[config.mk]
export PLATFORM = sky130hd
export DESIGN_NAME = led_cmd_arb
export DESIGN_NICKNAME = d
export VERILOG_FILES = /design/src/rtl/led_cmd_arb.sv
export SDC_FILE = /design/constraint.sdc
export NUM_CORES = 1
export LEC_CHECK = 0
export BUFFER_PORTS_ARGS = -buffer_cell sky130_fd_sc_hd__buf_4
export CAP_MARGIN = 10
export CORE_MARGIN = 4
export CORE_UTILIZATION = 51
export CTS_BUF_LIST = sky130_fd_sc_hd__clkbuf_16
export CTS_CLUSTER_DIAMETER = 60
export CTS_CLUSTER_SIZE = 14
export DETAILED_ROUTE_END_ITERATION = 6
export HOLD_SLACK_MARGIN = 0.02
export PLACE_DENSITY = 0.95
export REMOVE_ABC_BUFFERS = 1
export SLEW_MARGIN = 10
export SYNTH_ARGS = -nofsm -noshare
export SYNTH_HDL_FRONTEND = slang
export SYNTH_SLANG_ARGS = --single-unit
[constraint.sdc]
create_clock -name clk -period 2.5 [get_ports clk]
set_input_delay 0.75 -clock clk [delete_from_list [all_inputs] [get_ports clk]]
set_output_delay 0.75 -clock clk [all_outputs]
set_load 0.01 [all_outputs]
[src/rtl/led_cmd_arb.sv]
// led_cmd_arb: two-source arbiter (TWI register path, firmware API path) feeding
// the LED controller's single reg_din/vld command interface.
//
// Ports:
//   clk, rst                    clock; synchronous active-high reset
//   twi_req/twi_data/twi_mask   TWI request (level), 8x4-bit mode word, nibble enables
//   twi_ack                     one-cycle accept pulse to TWI
//   api_req/api_data/api_mask   API request (level), mode word, nibble enables
//   api_ack                     one-cycle accept pulse to API
//   reg_din                     shadow LED mode word, changes only in the ACK cycle
//   vld                         one-cycle command strobe, followed by GAP_CYC idle cycles
//   busy                        high whenever the arbiter is not in IDLE
//
// Timing: request seen in IDLE at T0 -> ack and new reg_din at T1, vld at T2,
// GAP for GAP_CYC cycles, back in IDLE at T3+GAP_CYC.
module led_cmd_arb #(
  parameter int GAP_CYC = 32,
  parameter int GAP_W   = 8
) (
  input  logic        clk,
  input  logic        rst,
  input  logic        twi_req,
  input  logic [31:0] twi_data,
  input  logic [7:0]  twi_mask,
  output logic        twi_ack,
  input  logic        api_req,
  input  logic [31:0] api_data,
  input  logic [7:0]  api_mask,
  output logic        api_ack,
  output logic [31:0] reg_din,
  output logic        vld,
  output logic        busy
);

  typedef enum logic [1:0] {IDLE, ACK, ISSUE, GAP} state_t;

  localparam logic SRC_TWI = 1'b0;
  localparam logic SRC_API = 1'b1;

  state_t             state, state_n;
  logic [GAP_W-1:0]   gap_cnt, gap_n;
  logic               last_grant, last_n;
  logic               mask_nz, mask_nz_n;   // granted mask was non-zero -> issue vld
  logic               twi_ack_n, api_ack_n, vld_n, busy_n;
  logic [31:0]        din_n;

  logic               grant_twi, grant_api;
  logic [31:0]        sel_data, merged;
  logic [7:0]         sel_mask;

  // Round-robin on a tie: the source that did not win last time goes first.
  assign grant_twi = twi_req && (!api_req || (last_grant == SRC_API));
  assign grant_api = api_req && !grant_twi;

  assign sel_data = grant_twi ? twi_data : api_data;
  assign sel_mask = grant_twi ? twi_mask : api_mask;

  always_comb begin
    merged = reg_din;
    for (int i = 0; i < 8; i++)
      if (sel_mask[i]) merged[4*i +: 4] = sel_data[4*i +: 4];
  end

  // All outputs are registered: the decision taken in IDLE lands ack and
  // reg_din together in the ACK cycle, so reg_din is stable a cycle before vld.
  always_comb begin
    state_n   = state;
    gap_n     = gap_cnt;
    last_n    = last_grant;
    mask_nz_n = mask_nz;
    din_n     = reg_din;
    twi_ack_n = 1'b0;
    api_ack_n = 1'b0;
    vld_n     = 1'b0;
    case (state)
      IDLE: begin
        if (grant_twi || grant_api) begin
          state_n   = ACK;
          twi_ack_n = grant_twi;
          api_ack_n = grant_api;
          din_n     = merged;
          last_n    = grant_twi ? SRC_TWI : SRC_API;
          mask_nz_n = |sel_mask;
        end
      end
      ACK: begin
        // Empty mask: the requester is still acknowledged but no shift is started.
        if (mask_nz) begin
          state_n = ISSUE;
          vld_n   = 1'b1;
        end else begin
          state_n = IDLE;
        end
      end
      ISSUE: begin
        state_n = GAP;
        gap_n   = GAP_W'(GAP_CYC - 1);
      end
      GAP: begin
        if (gap_cnt == '0) state_n = IDLE;
        else               gap_n   = gap_cnt - 1'b1;
      end
      default: state_n = IDLE;
    endcase
    busy_n = (state_n != IDLE);
  end

  always_ff @(posedge clk) begin
    if (rst) begin
      state      <= IDLE;
      gap_cnt    <= '0;
      last_grant <= SRC_API;
      mask_nz    <= 1'b0;
      reg_din    <= '0;
      twi_ack    <= 1'b0;
      api_ack    <= 1'b0;
      vld        <= 1'b0;
      busy       <= 1'b0;
    end else begin
      state      <= state_n;
      gap_cnt    <= gap_n;
      last_grant <= last_n;
      mask_nz    <= mask_nz_n;
      reg_din    <= din_n;
      twi_ack    <= twi_ack_n;
      api_ack    <= api_ack_n;
      vld        <= vld_n;
      busy       <= busy_n;
    end
  end

endmodule

==> results of run 1 <==
==> state kept, by name, summed over array words and instances (netlist names) <==
name / cells
mask_nz: 1
twi_ack: 1
api_ack: 1
last_grant: 1
busy: 1
gap_cnt: 8
reg_din: 32
state: 2
vld: 1
==> power by group <==
part / internal, uW / switching [uW] / total, uW
clock: 465 / 277 / 742
combinational: 300 / 276 / 576
sequential: 828 / 47.7 / 876
==> how the worst min path moves through the flow <==
stage	to	slack [ps]	cells after the start	from
after global routing	last_grant	500	1	last_grant
after global placement	mask_nz	440	2	mask_nz
after CTS	last_grant	480	1	last_grant
after detailed placement	mask_nz	450	2	mask_nz
final	last_grant	480	1	last_grant
after floorplan	mask_nz	420	2	mask_nz
==> cells in the final DEF, fill, tap and decap left out, drive strengths merged, types with 2 or more instances in the layout <==
master	count
nor4b	3
buf	128
a21boi	8
nor4	5
nor2b	34
and3	8
nand2	5
nor3	4
a211oi	3
clkinv	2
a311oi	2
nor2	8
nand2b	3
o211ai	2
mux2	32
inv	4
nand3	33
o21ai	42
dfxtp	48
a21oi	39
xor2	2
clkbuf	5
nand4	2
==> through the flow <==
step / area (sq um) / utilization (%)
2_1_floorplan: 2620 / -
3_3_place_gp: 3670 / 71.4
3_5_place_dp: 3670 / 71.4
4_1_cts: 3830 / 74.5
5_1_grt: 3830 / 74.5
6_report: 3830 / 74.5
==> layer usage <==
layer	routed length, microns	vias up	GRT usage (%)
met5	0	-	0
met1	3240	1404	29.0
met3	708	26	7.21
met2	4470	157	47.0
met4	235	0	10.3
li1	-	1397	-
==> area by class of cell <==
type	instances	share of cell area, %
multi-input cells	248	42.9
flip-flops and latches	48	25.1
repair buffers	128	25.1
clock buffers	5	3.27
well taps	70	2.29
clock inverters	3	0.980
inverters	4	0.392
==> logic make-up (layout without fill, tap and decap cells) <==
kind of cell / after synthesis / in the layout / share of synthesized area (%)
XOR/XNOR: 3 / 3 / 0.965
buffers and inverters: 29 / 140 / 4.32
flip-flops: 48 / 48 / 35.3
AO/OA/AOI/OAI: 103 / 103 / 22.7
adder cells (fa/ha/maj): 1 / 1 / 0.459
multiplexers: 32 / 32 / 13.2
AND/OR/NAND/NOR: 109 / 109 / 23.1
==> worst max-delay path, cell delays in order <==
cell and delay (ps):
buf_4 120, nand2b_1 90, buf_4 290, a21boi_0 190
o21ai_2 260, mux2_2 370
==> impl_metrics.tcl, run 1 <==
set metrics [dict create \
    antenna_found_initial 0 \
    synth_cell_types 41 \
    die_area_sq_um 6570 \
    wl_microns 8660 \
    synth_commonest_cells "48 x dfxtp_1, 39 x a21oi_1, 34 x nor2b_1" \
    yosysTopAreaCellShare_pct 35.3 \
    coreArea_sq_um 5140 \
    clkSlewWorstSetupHoldPaths_ps 60 \
    cts_root_buf "clkbuf_16" \
    crit_path_end_kind "flop" \
    post-synth-top-count-cell "dfxtp_1" \
    grt_util_all_layers_pct 26.2 \
    timing.rr.start "gap_cnt[0]" \
    critPathLaunch "api_req" \
    hpwl_microns 6430 \
    via_per_inst 5.90 \
    cts_inserted_buffers 5 \
    rr_endpoint "gap_cnt[3]" \
    final.period_utilization_pct 75.9 \
    cts_resized 0 \
    drive_gt1_share_pct 39.0 \
    synth-edff-count 0 \
    multi_input_area_sq_um 1640 \
    holdWs_ps 483 \
    synth_area_leaders "dfxtp_1 35%, mux2_2 9.9%, nor2b_1 7.8%, a21oi_1 7.2%, nand3_1 6.1%" \
    power_density_nw_per_um2 573 \
    crit_arrival_ps 2080 \
    h-tree-depth 2 \
    synth_top_flop_cell "dfxtp_1" \
    final.setup_skew_ps 4.86 \
    total_power_uw 2190 \
    dieWidth_microns 81.1 \
    wl_per_cell_microns 17.1 \
    gp_congestion 0.872 \
    max_cap_violations 0 \
    overflow 0 \
    worstPathRequired_ps 2680 \
    final_max_slew_viol_count 0 \
    final-setup-viol-count 0 \
    num-fill-cells 356 \
    place_inst 498 \
    grt_max_degree 81 \
    synth_seq_cells 48 \
    async_reset_ff_share_pct 0 \
    crit_fanout 31 \
    drc_errors 0 \
    max_freq_ghz 0.527 \
    syn_to_final_growth_pct 40.7 \
    drt_iter0_drc 250 \
    syn_inst 325 \
    cts_num_sinks 48 \
    post_cts_buffers 0 \
    diodes 0 \
    tns_ps 0 \
    num-nets-final 520 \
    yosysSeqAreaShare_pct 35.3 \
    ys_warn_count 0 \
    vias 2984 \
    outcome "complete, no violations" \
    hold_viol_final 0 \
    cts_hold_buf 0 \
    hold_class "reg -> reg" \
    grt_pass1_wl_microns 13300 \
    startpoint_type "input pin" \
    first_pass_iters 5 \
    reg2reg_setup_slack_ps 740 \
    crit_end "reg_din[7]" \
    grt_setup_unrepaired "false" \
    cts_tree "done" \
    io_buffer_count 119 \
    reg2reg_depth 6 \
    die_height_microns 81.1 \
    avgSynthCellArea_sq_um 8.38 \
    tightest_slew_ps 776 \
    seqCellArea_sq_um 961 \
    maxSlewHeadroom_pct 48.2 \
    clockBufferDepth 2 \
    final_cells 506 \
    io_pins 120 \
    rows 26 \
    start_util_pct 53.0 \
    synth_area_leader_cell "dfxtp_1" \
    setup_ws_ps 601 \
    peakVddDrop_uv 342 \
    preCtsSetupSlack_ps 336 \
    grt_pass1_vias 2886 \
    antenna_left 0 \
    synth_area_sq_um 2720 \
    path_class "in -> reg" \
    clock_latency_ps 290 \
    p_leak_uw 0.00171 \
    fin_crit_ps 1900 \
]
No activity file was read; power rests on OpenSTA's default activity.
==> inputs of run 2 (changes only) <==
- CORE_UTILIZATION: 51 -> 43
- PLACE_DENSITY: 0.95 -> 0.89
- clock period: 2.5 -> 1.7 ns (I/O delays scaled with it)
==> run 2 against run 1 <==
Via count decreased by 3.3%. First-iteration DRC count fell by 47%. Register-to-register slack lost 680 ps. Critical path type is now reg -> reg. Count of clock-buffer cells in the layout is the same. Die area increased by 17%. Sequential share of layout area decreased by 0.68 points. Sequential power up 47%. Core utilization shrank 9.1 points. Largest cell class unchanged. Routed wire length decreased by 5.1%. Clock skew grew 1.6 ps.
==> impl_metrics.tcl, run 2 (synthesized netlist as in run 1, its figures left out) <==
set metrics [dict create \
    outcome "complete, no violations" \
    holdPathEnd "mask_nz" \
    clock_latency_ps 280 \
    power.net_switching_uw 875 \
    first_pass_iters 4 \
    tightest_slew_ps 453 \
    cts_tree "done" \
    fin_crit_ps 1640 \
    clockPowerShare_pct 29.8 \
    final_cell_mix "133 x buf_4, 47 x dfxtp_1, 38 x a21oi_1" \
    wl_met3_microns 595 \
    path_buf_inv 2 \
    hold_class "reg -> reg" \
    fin_util_pct 65.4 \
    rows 28 \
    max_stage_delay_ps 400 \
    grt_pass1_vias 2912 \
    met1_length_microns 3130 \
    total_power_uw 3100 \
    cts_num_sinks 48 \
    top_layer_used "met4" \
    diodes 0 \
    rr_endpoint "gap_cnt[2]" \
    cts_root_buf "clkbuf_16" \
    drt_iter0_drc 132 \
    final.period_utilization_pct 96.4 \
    io_buffer_count 119 \
    sequentialPowerShare_pct 41.4 \
    slowest_stage "nor4b_4" \
    clkSlewWorstSetupHoldPaths_ps 60 \
    coreArea_sq_um 6030 \
    holdWs_ps 451 \
    max_cap_violations 0 \
    wl_microns 8210 \
    h-tree-depth 2 \
    dieWidth_microns 87.6 \
    startpoint_type "flop" \
    drive_gt1_share_pct 41.5 \
    hpwl_microns 6260 \
    start_util_pct 45.2 \
    cts_hold_buf 0 \
    grt_pass1_wl_microns 13000 \
    gp_congestion 0.847 \
    layout_commonest_cell "buf_4" \
    reg2reg_depth 7 \
    cpLargestDelayFamily "simple AND/OR/NAND/NOR gates" \
    grt_util_all_layers_pct 21.0 \
    num-nets-final 527 \
    maxSlewHeadroom_pct 69.7 \
    io_pins 120 \
    wl_per_cell_microns 15.8 \
    syn_to_final_growth_pct 44.9 \
    crit_fanout 5 \
    sw_frac_of_total_pct 28.2 \
    crit_chain "inv_2 -> ha_4 -> nor4b_4 -> a211oi_2 -> buf_4 -> xnor2_1 -> a21oi_1" \
    final_max_slew_viol_count 0 \
    min-delay-start "mask_nz" \
    place_area_sq_um 3750 \
    crit_path_end_kind "flop" \
    postLayoutCellArea_sq_um 3940 \
    via_per_inst 5.57 \
    crit_arrival_ps 1810 \
    overflow 0 \
    largest_reg_flops 32 \
    intPower_uw 2230 \
    worstPathRequired_ps 1870 \
    cts_inserted_buffers 5 \
    vias 2885 \
    peakVddDrop_uv 454 \
    power_density_nw_per_um2 787 \
    max_flop_register "reg_din" \
    p_leak_uw 0.00176 \
    p_comb_share_pct 28.8 \
    die_height_microns 87.6 \
    path_class "reg -> reg" \
    num-fill-cells 499 \
    whs_path_depth 2 \
    drc_errors 0 \
    reg2reg_setup_slack_ps 60 \
    met2WireLength_microns 4390 \
    die_area_sq_um 7670 \
    antenna_left 0 \
    final.setup_skew_ps 6.48 \
    final-setup-viol-count 0 \
    grt_max_degree 34 \
    max_freq_ghz 0.610 \
    reg_top3 "reg_din: 32 flops, gap_cnt: 8 flops, state: 2 flops" \
    antenna_found_initial 0 \
    clockBufferDepth 2 \
    timing.rr.start "gap_cnt[1]" \
    hold_viol_final 0 \
]
==> run 2: layer usage <==
metal	up-vias	track usage, %
met4	0	5.16
met2	93	39.2
met1	1374	23.2
met3	10	6.21
li1	1408	-
met5	-	0
==> run 2: power groups by stage <==
| stage | registers (uW) | clock network [uW] | logic [uW] |
|---|---|---|---|
| 2_1_floorplan | 1330 | 0 | 396 |
| 3_3_place_gp | 1300 | 0 | 830 |
| 3_5_place_dp | 1300 | 0 | 856 |
| 4_1_cts | 1280 | 936 | 859 |
| 5_1_grt | 1290 | 969 | 978 |
| 6_report | 1290 | 924 | 894 |
==> run 2: how the worst max path moves through the flow <==
stage,startpoint,to,slack [ps],cells past startpoint
after global routing,gap_cnt[1],gap_cnt[2],-10,7
after floorplan,api_req,reg_din[0],-520,4
after CTS,gap_cnt[1],gap_cnt[3],9,6
after detailed placement,api_req,reg_din[20],-150,5
after global placement,api_req,reg_din[21],-140,5
final,gap_cnt[1],gap_cnt[2],60,7
==> run 2: stage by stage <==
step           instances  setup slack (ps)  TNS, ps
2_1_floorplan        300              -515   -16410
3_3_place_gp         509              -145    -2940
3_5_place_dp         509              -147    -3330
4_1_cts              517              8.58        0
5_1_grt              518             -12.8    -23.3
6_report             518              61.1        0
==> run 2: area by class of cell <==
cell class              count  area (sq um)  share of cell area (%)
clock buffers               5           125                    3.17
clock inverters             3          11.3                   0.286
well taps                  75          93.8                    2.38
multi-input cells         248          1700                    43.1
flip-flops and latches     48           962                    24.4
inverters                   4          15.0                   0.381
repair buffers            135          1040                    26.3
==> run 2: worst register-to-register path, stage by stage (launching register included) <==
cell	delay, ps
dfxtp_2	350
inv_2	70
ha_4	140
nor4b_4	400
a211oi_2	190
buf_4	180
xnor2_1	130
a21oi_1	80
==> run 2: what timing repair did <==
item,4_1_cts,5_1_grt
setup buffers,0,1
setup endpoints to repair,0,33
gates resized for setup,0,12
endpoints found under the hold margin,0,0
==> inputs of run 3 (changes only) <==
- PLACE_DENSITY: 0.89 -> 0.81
- RECOVER_POWER: default -> 25
==> run 3 against run 2 <==
Combinational power up 4.9%. Largest cell class unchanged. Routed wire length up 3.7%. Register-to-register slack worse by 40 ps.
==> impl_metrics.tcl, run 3 (synthesized netlist as in run 1, its figures left out) <==
set metrics [dict create \
    slowest_stage "nor3_1" \
    coreArea_sq_um 6030 \
    total_power_uw 3280 \
    diodes 0 \
    final_max_slew_viol_count 0 \
    p_leak_uw 0.00174 \
    clock_latency_ps 280 \
    num-nets-final 534 \
    antenna_left 0 \
    outcome "complete, no violations" \
    min-delay-start "mask_nz" \
    hold_viol_final 0 \
    cts_root_buf "clkbuf_16" \
    intPower_uw 2390 \
    crit_arrival_ps 1830 \
    p_comb_share_pct 28.6 \
    wl_per_cell_microns 16.3 \
    grt_util_all_layers_pct 21.9 \
    setup_ws_ps 25.1 \
    hold_class "reg -> reg" \
    max_stage_delay_ps 660 \
    dieWidth_microns 87.6 \
    antenna_found_initial 0 \
    path_class "reg -> reg" \
    power.net_switching_uw 892 \
    rows 28 \
    syn_to_final_growth_pct 47.2 \
    reg2reg_depth 4 \
    peakVddDrop_uv 507 \
    final.period_utilization_pct 98.5 \
    vias 2918 \
    clockPowerShare_pct 32.5 \
    via_per_inst 5.58 \
    h-tree-depth 2 \
    cts_num_sinks 48 \
    largest_reg_flops 32 \
    die_height_microns 87.6 \
    crit_fanout 5 \
    first_pass_iters 4 \
    final_cell_mix "117 x buf_4, 47 x dfxtp_1, 38 x a21oi_1" \
    crit_path_end_kind "flop" \
    crit_chain "nor3_1 -> a211oi_2 -> a211oi_1 -> a311oi_1" \
    hpwl_microns 6340 \
    tightest_slew_ps 768 \
    rr_endpoint "gap_cnt[4]" \
    final-setup-viol-count 0 \
    grt_pass1_wl_microns 13300 \
    maxSlewHeadroom_pct 48.4 \
    sw_frac_of_total_pct 27.2 \
    timing.rr.start "gap_cnt[5]" \
    layout_commonest_cell "buf_4" \
    grt_max_degree 35 \
    cts_tree "done" \
    io_pins 120 \
    reg2reg_setup_slack_ps 30 \
    whs_path_depth 2 \
    worstPathRequired_ps 1850 \
    drive_gt1_share_pct 37.5 \
    grt_pass1_vias 2875 \
    holdWs_ps 457 \
    clockBufferDepth 2 \
    max_flop_register "reg_din" \
    fin_crit_ps 1670 \
    preCtsSetupSlack_ps -198 \
    holdPathEnd "mask_nz" \
    max_freq_ghz 0.597 \
    sequentialPowerShare_pct 39.0 \
    drt_iter0_drc 134 \
    wl_microns 8510 \
    cts_inserted_buffers 5 \
    clkSlewWorstSetupHoldPaths_ps 60 \
    drc_errors 0 \
    die_area_sq_um 7670 \
    power_density_nw_per_um2 819 \
    overflow 0 \
    gp_congestion 0.824 \
    final.setup_skew_ps 5.99 \
    fin_util_pct 66.5 \
    reg_top3 "reg_din: 32 flops, gap_cnt: 8 flops, state: 2 flops" \
    io_buffer_count 119 \
    start_util_pct 45.2 \
    startpoint_type "flop" \
    max_cap_violations 0 \
]
run 3: cell count changes in the layout (fill, tap and decap cells not counted), sizes merged:
cell	before	now
clkinv	1	0
inv	6	4
bufinv	0	1
clkbuf	5	24
buf	135	123
run 3: worst max-delay path: cells and delay by family (launching register included):
kind             cells  cell delay, ps
AO/OA/AOI/OAI        3             540
flip-flops           1             350
AND/OR/NAND/NOR      1             660
run 3: through the flow:
step                      area, sq um  setup TNS, ps  std cells
after global placement           3850          -4160        516
final                            4010              0        523
after CTS                        4000              0        522
after detailed placement         3850          -4920        516
after floorplan                  2620         -16410        300
after global routing             4010           -232        523
run 3: layout make-up:
| class | count | area [sq um] |
|---|---|---|
| clock buffer | 5 | 125 |
| clock inverter | 1 | 30.0 |
| fill | 461 | 2020 |
| inverter | 4 | 15.0 |
| multi-input combinational | 248 | 1710 |
| sequential | 48 | 962 |
| tap | 75 | 93.8 |
| timing repair buffer | 142 | 1070 |
run 3: routing by layer:
| metal | vias up | GRT usage (%) | routed length [microns] |
|---|---|---|---|
| li1 | 1422 | - | - |
| met1 | 1388 | 26.0 | 3410 |
| met2 | 96 | 37.4 | 4250 |
| met3 | 12 | 8.47 | 724 |
| met4 | 0 | 5.02 | 126 |
| met5 | - | 0 | 0 |
run 3: worst max-delay path by stage:
stage	start	slack (ps)	end
detailed placement	api_req	-200	reg_din[31]
finish	gap_cnt[5]	30	gap_cnt[4]
CTS	last_grant	2	reg_din[30]
floorplan	api_req	-520	reg_din[0]
global route	gap_cnt[5]	-70	gap_cnt[4]
global placement	api_req	-160	reg_din[12]
run 3: power by group through the flow:
| stage | Clock, uW | Sequential (uW) | Combinational, uW |
|---|---|---|---|
| floorplan | 0 | 1330 | 396 |
| global placement | 0 | 1300 | 877 |
| detailed placement | 0 | 1300 | 900 |
| CTS | 1090 | 1280 | 909 |
| global route | 1150 | 1290 | 1010 |
| finish | 1070 | 1280 | 938 |
run 3: repair_timing:
item	4_1_cts	5_1_grt
gates resized for setup	0	10
pin swaps	2	1
setup buffers	0	1
setup endpoints to repair	2	27
hold buffers	0	0
